[config.mk]
export PLATFORM = sky130hd
export DESIGN_NAME = pipe_stage_reg
export DESIGN_NICKNAME = d
export VERILOG_FILES = /design/src/rtl/pipe_pkg.sv /design/src/rtl/pipe_entry_reg.sv /design/src/rtl/pipe_stage_reg.sv
export SDC_FILE = /design/constraint.sdc
export NUM_CORES = 1
export LEC_CHECK = 0
export CORE_MARGIN = 2
export CORE_UTILIZATION = 43
export DETAILED_ROUTE_END_ITERATION = 10
export PLACE_DENSITY = 0.85
export SETUP_SLACK_MARGIN = 0.3
export SLEW_MARGIN = 30
export SYNTH_ARGS = -nofsm -noshare
export SYNTH_HDL_FRONTEND = slang
export SYNTH_SLANG_ARGS = --single-unit
[constraint.sdc]
create_clock -name clk -period 4.1 [get_ports clk]
set_clock_uncertainty 0.1 [all_clocks]
set_input_delay 0.82 -clock clk [delete_from_list [all_inputs] [get_ports clk]]
set_output_delay 0.82 -clock clk [all_outputs]
set_load 0.02 [all_outputs]
[src/rtl/pipe_pkg.sv]
// Shared definitions for the inter-stage pipeline registers: per-stage
// bundle widths, control-bit positions and the skid-buffer state encoding.
package pipe_pkg;

   // Per-stage bundle widths
   localparam int IF_ID_CTRL_W  = 4;
   localparam int IF_ID_DATA_W  = 64;
   localparam int ID_EX_CTRL_W  = 8;
   localparam int ID_EX_DATA_W  = 64;
   localparam int EX_MEM_CTRL_W = 8;
   localparam int EX_MEM_DATA_W = 64;
   localparam int MEM_WB_CTRL_W = 8;
   localparam int MEM_WB_DATA_W = 64;

   // Control-bit positions inside the ctrl bundle
   localparam int REGWRITE_BIT  = 0;
   localparam int MEM_READ_BIT  = 1;
   localparam int MEM_WRITE_BIT = 2;
   localparam int WB_SEL_LSB    = 3;
   localparam int WB_SEL_MSB    = 4;

   // Skid-buffer fill state
   typedef enum logic [1:0] {
      ST_EMPTY = 2'd0,
      ST_ONE   = 2'd1,
      ST_TWO   = 2'd2
   } skid_state_t;

   // Number of valid entries among head and skid
   function automatic logic [1:0] count_valid(input logic a, input logic b);
      return {1'b0, a} + {1'b0, b};
   endfunction

endpackage

[src/rtl/pipe_entry_reg.sv]
// One pipeline entry: valid bit, control bundle and data bundle.
// clear wins over load. Control is always cleared; data only when DATA_RST=1,
// otherwise data keeps its last value so it needs no reset net.
module pipe_entry_reg #(
   parameter int CTRL_W   = 8,
   parameter int DATA_W   = 64,
   parameter bit DATA_RST = 1'b0
) (
   input  logic              clk,
   input  logic              reset,
   input  logic              load,
   input  logic              clear,
   input  logic [CTRL_W-1:0] next_ctrl,
   input  logic [DATA_W-1:0] next_data,
   output logic              valid,
   output logic [CTRL_W-1:0] ctrl,
   output logic [DATA_W-1:0] data
);

   // Valid and control: async reset, clear has priority over load
   always_ff @(posedge clk or negedge reset) begin
      if (!reset) begin
         valid <= 1'b0;
         ctrl  <= '0;
      end else if (clear) begin
         valid <= 1'b0;
         ctrl  <= '0;
      end else if (load) begin
         valid <= 1'b1;
         ctrl  <= next_ctrl;
      end
   end

   generate
      if (DATA_RST) begin : g_data_rst
         // Data cleared by reset and clear
         always_ff @(posedge clk or negedge reset) begin
            if (!reset)      data <= '0;
            else if (clear)  data <= '0;
            else if (load)   data <= next_data;
         end
      end else begin : g_data_hold
         // Data only ever loaded; a cleared entry keeps its stale data
         always_ff @(posedge clk) begin
            if (load && !clear) data <= next_data;
         end
      end
   endgenerate

endmodule

[src/rtl/pipe_stage_reg.sv]
// Inter-stage pipeline register with valid/ready handshake, flush and an
// optional 2-entry skid buffer.
//
// Handshake: an entry moves on a rising edge where valid and ready are both 1
// (accept = in_valid & in_ready, issue = out_valid & out_ready). valid never
// depends on ready; once raised, out_valid and the head stay stable until issue.
// Flush kills held entries and the current input, but an issue in the same
// cycle still completes because downstream sampled the head before the edge.
module pipe_stage_reg
   import pipe_pkg::*;
#(
   parameter int CTRL_W   = 8,
   parameter int DATA_W   = 64,
   parameter bit SKID     = 1'b1,
   parameter bit DATA_RST = 1'b0
) (
   input  logic              clk,
   input  logic              reset,
   input  logic              flush,
   input  logic              in_valid,
   output logic              in_ready,
   input  logic [CTRL_W-1:0] in_ctrl,
   input  logic [DATA_W-1:0] in_data,
   output logic              out_valid,
   input  logic              out_ready,
   output logic [CTRL_W-1:0] out_ctrl,
   output logic [DATA_W-1:0] out_data,
   output logic [1:0]        occupancy
);

   logic              started;
   logic              accept;
   logic              issue;
   logic              head_valid;
   logic [CTRL_W-1:0] head_ctrl;
   logic [DATA_W-1:0] head_data;
   logic              head_load;
   logic              head_clear;
   logic [CTRL_W-1:0] head_next_ctrl;
   logic [DATA_W-1:0] head_next_data;

   // in_ready stays low during reset and rises on the first edge after release
   always_ff @(posedge clk or negedge reset) begin
      if (!reset) started <= 1'b0;
      else        started <= 1'b1;
   end

   assign accept = in_valid & in_ready;
   assign issue  = head_valid & out_ready;

   pipe_entry_reg #(.CTRL_W(CTRL_W), .DATA_W(DATA_W), .DATA_RST(DATA_RST)) u_head (
      .clk       (clk),
      .reset     (reset),
      .load      (head_load),
      .clear     (head_clear),
      .next_ctrl (head_next_ctrl),
      .next_data (head_next_data),
      .valid     (head_valid),
      .ctrl      (head_ctrl),
      .data      (head_data)
   );

   assign out_valid = head_valid;
   assign out_ctrl  = head_ctrl & {CTRL_W{head_valid}};
   assign out_data  = head_data;

   generate
      if (SKID) begin : g_skid
         skid_state_t       state;
         logic              skid_valid;
         logic [CTRL_W-1:0] skid_ctrl;
         logic [DATA_W-1:0] skid_data;
         logic              skid_load;
         logic              skid_clear;

         // Entry load/clear decode; head refills from skid when draining TWO
         always_comb begin
            head_load      = 1'b0;
            head_clear     = flush;
            skid_load      = 1'b0;
            skid_clear     = flush;
            head_next_ctrl = in_ctrl;
            head_next_data = in_data;
            case (state)
               ST_EMPTY: head_load = accept;
               ST_ONE: begin
                  head_load  = accept & issue;
                  skid_load  = accept & ~issue;
                  head_clear = flush | (issue & ~accept);
               end
               ST_TWO: begin
                  head_load      = issue;
                  skid_clear     = flush | issue;
                  head_next_ctrl = skid_ctrl;
                  head_next_data = skid_data;
               end
               default: head_clear = 1'b1;
            endcase
         end

         // Fill-level state machine; flush always returns to EMPTY
         always_ff @(posedge clk or negedge reset) begin
            if (!reset) begin
               state <= ST_EMPTY;
            end else if (flush) begin
               state <= ST_EMPTY;
            end else begin
               case (state)
                  ST_EMPTY: if (accept) state <= ST_ONE;
                  ST_ONE: begin
                     if (accept && !issue)      state <= ST_TWO;
                     else if (!accept && issue) state <= ST_EMPTY;
                  end
                  ST_TWO:   if (issue) state <= ST_ONE;
                  default:  state <= ST_EMPTY;
               endcase
            end
         end

         pipe_entry_reg #(.CTRL_W(CTRL_W), .DATA_W(DATA_W), .DATA_RST(DATA_RST)) u_skid (
            .clk       (clk),
            .reset     (reset),
            .load      (skid_load),
            .clear     (skid_clear),
            .next_ctrl (in_ctrl),
            .next_data (in_data),
            .valid     (skid_valid),
            .ctrl      (skid_ctrl),
            .data      (skid_data)
         );

         assign in_ready  = started & (state != ST_TWO);
         assign occupancy = count_valid(head_valid, skid_valid);
      end else begin : g_single
         // Single entry: refill on accept, empty on issue without refill
         always_comb begin
            head_load      = accept;
            head_clear     = flush | (issue & ~accept);
            head_next_ctrl = in_ctrl;
            head_next_data = in_data;
         end

         assign in_ready  = started & (~head_valid | out_ready);
         assign occupancy = {1'b0, head_valid};
      end
   endgenerate

endmodule

======== Yosys cells after proc, flatten, opt, wreduce, memory -nomap -nowiden ========
Cells that the tools add are included.
storage, ports and cells
  register bits ........................... 149
  input port bits ......................... 77
  output and inout bits ................... 76
  logic and storage cells ................. 59
operators by class
  add/subtract/negate cells ............... 1
  eq/ne operators ......................... 6
  muxes and demuxes ....................... 20
  bitwise operators ....................... 11
  reduce and logical (&&, ||, !) cells .... 13
operator list
  kind                  count
  $mux W64              1
  $mux W8               5
  $mux W2               5
  $and A8 B8 Y8         1
  $and A1 B1 Y1         6
  $mux W1               6
  $ne A3 B3 Y1 const B  2
  $pmux W2 S3           1
  $logic_and A1 B1 Y1   4
  $logic_not A1 Y1      4
  $ne A4 B4 Y1 const B  1
  $reduce_bool A2 Y1    2
  $pmux W1 S3           1
  $reduce_and A3 Y1     1
  $add A1 B1 Y2         1
  $eq A2 B1 Y1 const B  1
  $eq A2 B2 Y1 const B  1
  $logic_not A2 Y1      1
  $ne A2 B2 Y1 const B  1
  $not A1 Y1            2
  $or A1 B1 Y1          2
  $pmux W1 S2           1
  $reduce_or A2 Y1      1

======== Depth between registers and ports, before layout ========
Gate-level depths: netlist (run 1).
  word-level depth ........................ 9
  mapped depth ............................ 5
  depth with buffers taken out ............ 4

======== By module ========
A second synthesis (run 1) with hierarchy kept.
unflattened totals
  cells, all modules ...................... 299
  area, all modules ....................... 5,809.3 µm²
by module, submodules not included
  module          times used  cells an instance  area each (µm²)  seq. area each (µm²)
  pipe_entry_reg  2           94                 2,287.2          2,147.1
  pipe_stage_reg  1           111                1,234.9          75.1

======== Worst setup path after synthesis (run 1) ========
No wires, ideal clock.
  kind .................................... input port to flip-flop
  from .................................... in out_ready
  to ...................................... reg g_skid.u_skid.data[0], enable pin
  setup time .............................. 0.488 ns
  data arrival time ....................... 3.787 ns
  data required time ...................... 3.512 ns
  setup slack ............................. -0.275 ns
  cell stages on the path ................. 3
  buffers on the path ..................... 0
  cells stage by stage .................... a21boi_1 > nand2_1 > nor2_1
on the way
  word-level cells in the longest chain between the ends .. 5
  elaborated cells on any way between the ends .. 8
  those cells by class .................... mux: 2; bitwise: 4; reduce/logical: 2
ends and longest elaborated chain
  what                                                RTL line                                    RTL
  from (decl)                                         pipe_stage_reg.sv:25                        input logic out_ready,
  $and A1 B1 Y1 (*)                                   pipe_stage_reg.sv:49                        assign issue = head_valid & out_ready;
  $or A1 B1 Y1 / $not A1 Y1 (equally long branches)   pipe_stage_reg.sv:93, pipe_stage_reg.sv:88
  $mux W1 / $and A1 B1 Y1 (equally long branches)     pipe_stage_reg.sv:84, pipe_stage_reg.sv:88
  $logic_not A1 Y1 / $mux W1 (equally long branches)  pipe_entry_reg.sv:45, pipe_stage_reg.sv:84
  $logic_and A1 B1 Y1 (*)                             pipe_entry_reg.sv:45                        if (load && !clear) data <= next_data;
  to (signal assigned)                                pipe_entry_reg.sv:45
  to (decl)                                           pipe_entry_reg.sv:17                        output logic [DATA_W-1:0] data
Mark *: on every way between the ends. The rest lies on a longest branch, timed or not.
A chain may end at the register's enable or synchronous reset.

======== Worst setup path after layout (run 1) ========
  from .................................... in in_valid
  to ...................................... reg u_head.data[17], enable pin
on the way
  word-level cells in the longest chain between the ends .. 7
  elaborated cells on any way between the ends .. 9
  those cells by class .................... mux: 2; bitwise: 5; reduce/logical: 2
ends and longest elaborated chain
  what                     RTL line              RTL
  from (decl)              pipe_stage_reg.sv:20  input logic in_valid,
  $and A1 B1 Y1 (*)        pipe_stage_reg.sv:48  assign accept = in_valid & in_ready;
  $not A1 Y1               pipe_stage_reg.sv:89  head_clear = flush | (issue & ~accept);
  $and A1 B1 Y1            pipe_stage_reg.sv:89
  $or A1 B1 Y1             pipe_stage_reg.sv:89
  $pmux W1 S2              pipe_stage_reg.sv:84  case (state)
  $logic_not A1 Y1         pipe_entry_reg.sv:45
  $logic_and A1 B1 Y1 (*)  pipe_entry_reg.sv:45
  to (signal assigned)     pipe_entry_reg.sv:45
  to (decl)                pipe_entry_reg.sv:17
Marked as above.

==> impl_metrics.ini, run 1 <==
[setup_path]
cp_num_buf_inv = 2
startpoint = in_valid
slowest_stage = and2_2
worst-path-stages = 6
critPathArrivalTime_ns = 3.11
reg2reg_from = u_head.valid$_DFFE_PN0P_
critPathTopFamily = buffers and inverters
path_class = in -> reg
r2r_setup_slack_ns = 1.45
path_max_fanout = 23
worst-r2r-cell-count = 4
crit_chain = clkdlybuf4s50_1 > nand2_1 > a31o_1 > a21oi_2 > and2_2 > buf_4
required_ns = 4.09
end_kind = flop
rr_endpoint = u_head.data[17]$_DFFE_PP_
cp-start-kind = input port
max_stage_delay_ns = 0.64
cp-endpoint = u_head.data[17]$_DFFE_PP_

[routing]
antenna_left = 0
vias = 3200
dr.first_iter.drc_count = 253
drc = 0
drt-wirelength-per-cell_um = 17.6
viasPerCell = 4.93
drt_first_pass_iters = 6
drt-total-wl_um = 11400

[sta]
rsz0062_at_grt = no
worst_pin_slew_ns = 0.708
fmax_ghz = 0.321
drv_slew = 0
holdWs_ns = 0.267
relSlewSlack = 0.528
fin_setup_tns_ns = 0
fin_crit_sh = 0.759
hold_viol_final = 0
finalWorstPathRequiredPeriod_ns = 3.11
setup_viol = 0

[final_layout]
num_antenna_cells = 0
area_delta_synth_final_pct = 40.0
drive_gt1_frac = 0.209
nets = 538
fin_cells = 649
fillCellCount = 947

[cts]
clk_latency_ns = 0.41
htreeDepth = 4
clk_pin_slew_ns = 0.06
cts_setup_buffers = 0
cts_root_buf = clkbuf_16
cts-hold-fix-buffers = 0
cts_buffers = 17
clock_sinks = 149
cts_tree = yes
post_cts_resized = 0
cts.path.max_buffers = 2

[grt]
grt_max_degree = 74
overflow = 0
grt_usage = 0.164
grt_pass1_wl_um = 17900
grt_pass1_vias = 3373
antenna_found_initial = 0

[pwr]
vdd_ir_drop_max_mv = 0.191
powerDensity_mw_per_mm2 = 432
power_mw = 3.45
p_leak_nw = 2.90

[logic_synthesis]
syn_nets = 373
synth_area_mm2 = 0.00570
synth_compound_area_frac = 0.0437
syn_inst = 295
synth-simple-area-share = 0.0301
synth_xor_area_frac = 0.00154
synthMuxAreaShare = 0.140
synth_warnings = 0
synth_cell_types = 34
yosysTopAreaCellShare = 0.674
yosys-top-cells-area = edfxtp_1 67%, mux2_2 11%, dfrtp_1 9.2%, a32o_1 1.4%, mux2i_1 1.4%
ys_seq_elements = 149
synth_top_family_by_area = multiplexers
yosysSeqAreaShare = 0.766
syn_avg_cell_area_um2 = 19.3
synth_top_cell_by_area = edfxtp_1
synthAdderAreaFrac = 0.00219

[place]
io_buffers = 152
hpwlAfterDp_um = 7700
gp_congestion = 0.870
numPlacedInstances = 617

[die]
core_area_mm2 = 0.0131
ios = 153
start_util = 0.436
die_area_mm2 = 0.0142
rows = 42
die_w_um = 119
die_h_um = 119

[min_path]
hold_path_class = in -> async

[status]
outcome = completed

[run]
cap_violations = 0
==> worst reg2reg max path, stage by stage, from the launching register on <==
cell and delay [ns]:
dfrtp_1 0.56, a31o_1 0.33, a21oi_2 0.35, and2_2 0.64
buf_4 0.36
==> sequential cells by signal, summed over array words and instances (netlist names) <==
| name | count |
|---|---|
| started | 1 |
| g_skid.u_skid.valid | 1 |
| g_skid.state | 2 |
| u_head.ctrl | 8 |
| u_head.valid | 1 |
| g_skid.u_skid.data | 64 |
| g_skid.u_skid.ctrl | 8 |
| u_head.data | 64 |
==> cell type report <==
cell class / instances / area (um2) / share of cell area
clock buffers: 19 / 433 / 0.0542
repair buffers: 158 / 1590 / 0.199
multi-input cells: 133 / 1260 / 0.158
flip-flops and latches: 149 / 4370 / 0.547
clock inverters: 13 / 108 / 0.0135
well taps: 176 / 220 / 0.0276
inverters: 1 / 3.75 / 0.000470
==> per-layer routing <==
layer | vias to the layer above | share of wire | GRT usage
met2 | 127 | 0.50 | 0.261
met5 | - | 0 | 0
li1 | 1492 | - | -
met1 | 1565 | 0.41 | 0.207
met4 | 0 | 0.017 | 0.0640
met3 | 16 | 0.070 | 0.0565
==> how the worst min path moves through the flow <==
stage	startpoint	end	slack (ns)	cells after the start
final	reset	u_head.ctrl[7]$_DFFE_PN0P_	0.27	1
after global routing	reset	u_head.ctrl[7]$_DFFE_PN0P_	0.29	1
after CTS	g_skid.u_skid.ctrl[4]$_DFFE_PN0P_	g_skid.u_skid.ctrl[4]$_DFFE_PN0P_	0.39	1
after detailed placement	g_skid.u_skid.ctrl[4]$_DFFE_PN0P_	g_skid.u_skid.ctrl[4]$_DFFE_PN0P_	0.38	1
after global placement	g_skid.u_skid.ctrl[3]$_DFFE_PN0P_	g_skid.u_skid.ctrl[3]$_DFFE_PN0P_	0.38	1
after floorplan	g_skid.u_skid.ctrl[0]$_DFFE_PN0P_	g_skid.u_skid.ctrl[0]$_DFFE_PN0P_	0.37	1
==> kinds of logic after synthesis <==
group / count (synthesis)
and+or+nand+nor: 31
adders and majority gates: 1
DFF: 149
AOI/OAI and AO/OA: 27
xor gates and xnor gates: 1
other: 1
buffers and inverters: 13
muxes: 72
==> stage by stage <==
step                       util  worst slack [ns]  area (um2)
after floorplan               -             0.594        5710
after global placement    0.569             0.703        7450
after detailed placement  0.569             0.567        7450
after CTS                 0.610              1.00        7990
after global routing      0.610             0.861        7990
final                     0.610             0.988        7990
==> synth_stat cells (all sizes together) <==
cell type	number
mux2	64
buf	10
a21boi	2
nand2b	2
o21ai	1
ha	1
nand4b	1
and3b	1
edfxtp	128
a21oi	3
nand2	11
o21bai	1
inv	1
o211a	8
and2	11
mux2i	8
a32o	8
clkbuf	2
dfrtp	21
nand4bb	1
conb	1
nor2	2
a31o	2
nand4	1
xor2	1
a221oi	1
o211ai	1
and3	1
==> report_power, final <==
| part | internal, mW | total, mW | switching, mW |
|---|---|---|---|
| Sequential | 1.70 | 1.72 | 0.0226 |
| Combinational | 0.169 | 0.305 | 0.136 |
| Clock | 0.830 | 1.42 | 0.588 |
| Total | 2.70 | 3.45 | 0.747 |
==> layout by cell type (no fill, tap or decap), types with 2 or more instances in the layout <==
| master | count |
|---|---|
| a21oi_2 | 2 |
| a32o_1 | 8 |
| and2_1 | 10 |
| buf_12 | 2 |
| buf_4 | 3 |
| clkbuf_1 | 2 |
| clkbuf_16 | 17 |
| clkdlybuf4s50_1 | 151 |
| clkinv_1 | 2 |
| clkinv_2 | 3 |
| clkinvlp_4 | 5 |
| dfrtp_1 | 21 |
| edfxtp_1 | 128 |
| inv_6 | 2 |
| mux2_1 | 7 |
| mux2_2 | 57 |
| mux2i_1 | 8 |
| nand2_1 | 11 |
| o211a_1 | 8 |
No activity file was read; power rests on OpenSTA's default activity.
==> run 2: changes to the inputs <==
==> constraint.sdc (replaced) <==
create_clock -name clk -period 2.8 [get_ports clk]
set_clock_uncertainty 0.1 [all_clocks]
set_input_delay 0.56 -clock clk [delete_from_list [all_inputs] [get_ports clk]]
set_output_delay 0.56 -clock clk [all_outputs]
set_load 0.02 [all_outputs]
==> run 2 against run 1 <==
Net effect:
- cell area grew 2.2%
- total power is 58% higher
- critical path depth shrank 3
- clock-buffer cell count decreased by 2
- critical path type is now reg -> out
==> impl_metrics.ini, run 2 (synthesis gave the netlist of run 1 again) <==
[status]
outcome = completed

[grt]
grt_usage = 0.168
grt_pass1_wl_um = 18000
grt_max_degree = 74
overflow = 0
grt_pass1_vias = 3412
antenna_found_initial = 0

[routing]
antenna_left = 0
vias = 3298
dr.first_iter.drc_count = 204
drt-total-wl_um = 11500
viasPerCell = 5.04
drt_first_pass_iters = 4
drt-wirelength-per-cell_um = 17.7
drc = 0

[place]
io_buffers = 152
place_area_mm2 = 0.00750
gp_congestion = 0.856
hpwlAfterDp_um = 7580
place_ws_ns = 0.199
numPlacedInstances = 620

[final_layout]
ff_latch_area_mm2 = 0.00437
num_antenna_cells = 0
mostFrequentLayoutCell = clkdlybuf4s50_1
final_cell_area_mm2 = 0.00816
largest_registers = g_skid.u_skid.data: 64 flops, u_head.data: 64 flops
final_core_util = 0.624
multi_input_area_mm2 = 0.00126
layout_common_cells = 152 x clkdlybuf4s50_1, 128 x edfxtp_1, 57 x mux2_2
nets = 543
area_delta_synth_final_pct = 43.1
drive_gt1_frac = 0.228
fillCellCount = 914
fin_cells = 654

[sta]
setup_viol = 0
hold_viol_final = 0
fin_crit_sh = 0.864
finalWorstPathRequiredPeriod_ns = 2.42
fmax_ghz = 0.413
fin_setup_tns_ns = 0
fin_ws_ns = 0.380
rsz0062_at_grt = no
drv_slew = 0

[setup_path]
path_class = reg -> out
rr_endpoint = u_head.data[14]$_DFFE_PP_
path_max_fanout = 8
critPathArrivalTime_ns = 1.76
r2r_setup_slack_ns = 0.84
worst-r2r-cell-count = 5
required_ns = 2.14
cp-start-kind = flop
reg2reg_from = u_head.valid$_DFFE_PN0P_
end_kind = primary output

[cts]
cts_buffers = 17
cts_tree = yes
cts.path.max_buffers = 2
clk_pin_slew_ns = 0.06
clock_sinks = 149
htreeDepth = 4
clk_latency_ns = 0.42
cts_root_buf = clkbuf_16
cts-hold-fix-buffers = 0

[die]
die_h_um = 119
rows = 42
core_area_mm2 = 0.0131
die_area_mm2 = 0.0142
die_w_um = 119
ios = 153
start_util = 0.436

[pwr]
switching_share = 0.204
seqPwrFrac = 0.464
clockPowerShare = 0.449
p_int_mw = 4.33
p_leak_nw = 2.99
combPwrFrac = 0.087
vdd_ir_drop_max_mv = 0.373
powerDensity_mw_per_mm2 = 666
switchingPower_mw = 1.11

[run]
cap_violations = 0

[min_path]
hold_path_class = in -> async
run 2: cell count changes in the layout (fill, tap and decap cells not counted), moves of 2 or more:
cell        before  now
inv_6            2    0
buf_12           2    5
bufinv_16        1    5
buf_4            3    6
dfrtp_1         21   19
clkinvlp_4       5    3
clkinv_1         2    0
clkinv_2         3    6
dfrtp_2          0    2
clkbuf_1         2    0
run 2: layout make-up:
cell class / instances / share of cell area
Sequential cell: 149 / 0.536
Timing Repair Buffer: 163 / 0.204
Multi-Input combinational cell: 133 / 0.155
Clock buffer: 17 / 0.0521
Tap cell: 176 / 0.0270
Clock inverter: 15 / 0.0259
Inverter: 1 / 0.000460
run 2: power groups by stage:
stage                     registers [mW]  logic (mW)  clock network, mW
final                               2.52       0.471               2.44
after global routing                2.53       0.501               2.57
after CTS                           2.52       0.474               2.49
after detailed placement            2.57       0.454                  0
after global placement              2.57       0.443                  0
after floorplan                     2.61       0.158                  0
run 2: routing by layer:
metal | vias up | routed length, um | track usage
met5 | - | 0 | 0
met4 | 0 | 245 | 0.0804
met3 | 23 | 713 | 0.0560
met2 | 113 | 5940 | 0.283
met1 | 1662 | 4640 | 0.192
li1 | 1500 | - | -
run 2: worst max-delay path, stage by stage (launching register included):
cell and delay (ns):
dfrtp_1 0.48, nand2b_4 0.13, and2_1 0.13, clkdlybuf4s50_1 0.60
run 2: how the worst max path moves through the flow:
stage | to | from | depth (start not counted) | slack (ns)
floorplan | g_skid.u_skid.data[0]$_DFFE_PP_ | u_head.valid$_DFFE_PN0P_ | 3 | 0.44
global placement | u_head.data[14]$_DFFE_PP_ | in_valid | 6 | 0.26
detailed placement | u_head.data[14]$_DFFE_PP_ | in_valid | 6 | 0.20
CTS | in_ready | g_skid.state[0]$_DFFE_PN0P_ | 3 | 0.31
global route | in_ready | g_skid.state[1]$_DFFE_PN0P_ | 3 | 0.31
finish | in_ready | g_skid.state[1]$_DFFE_PN0P_ | 3 | 0.38
run 2: through the flow:
| stage | power [mW] | hold WS (ns) |
|---|---|---|
| global placement | 3.01 | 0.379 |
| global route | 5.60 | 0.422 |
| detailed placement | 3.03 | 0.390 |
| finish | 5.43 | 0.379 |
| CTS | 5.49 | 0.369 |
| floorplan | 2.77 | 0.164 |
run 2: repair_timing:
action	CTS	global route
buffers inserted	2	0
endpoints found under the setup margin	10	1
gates resized for setup	1	1
cloned	0	0
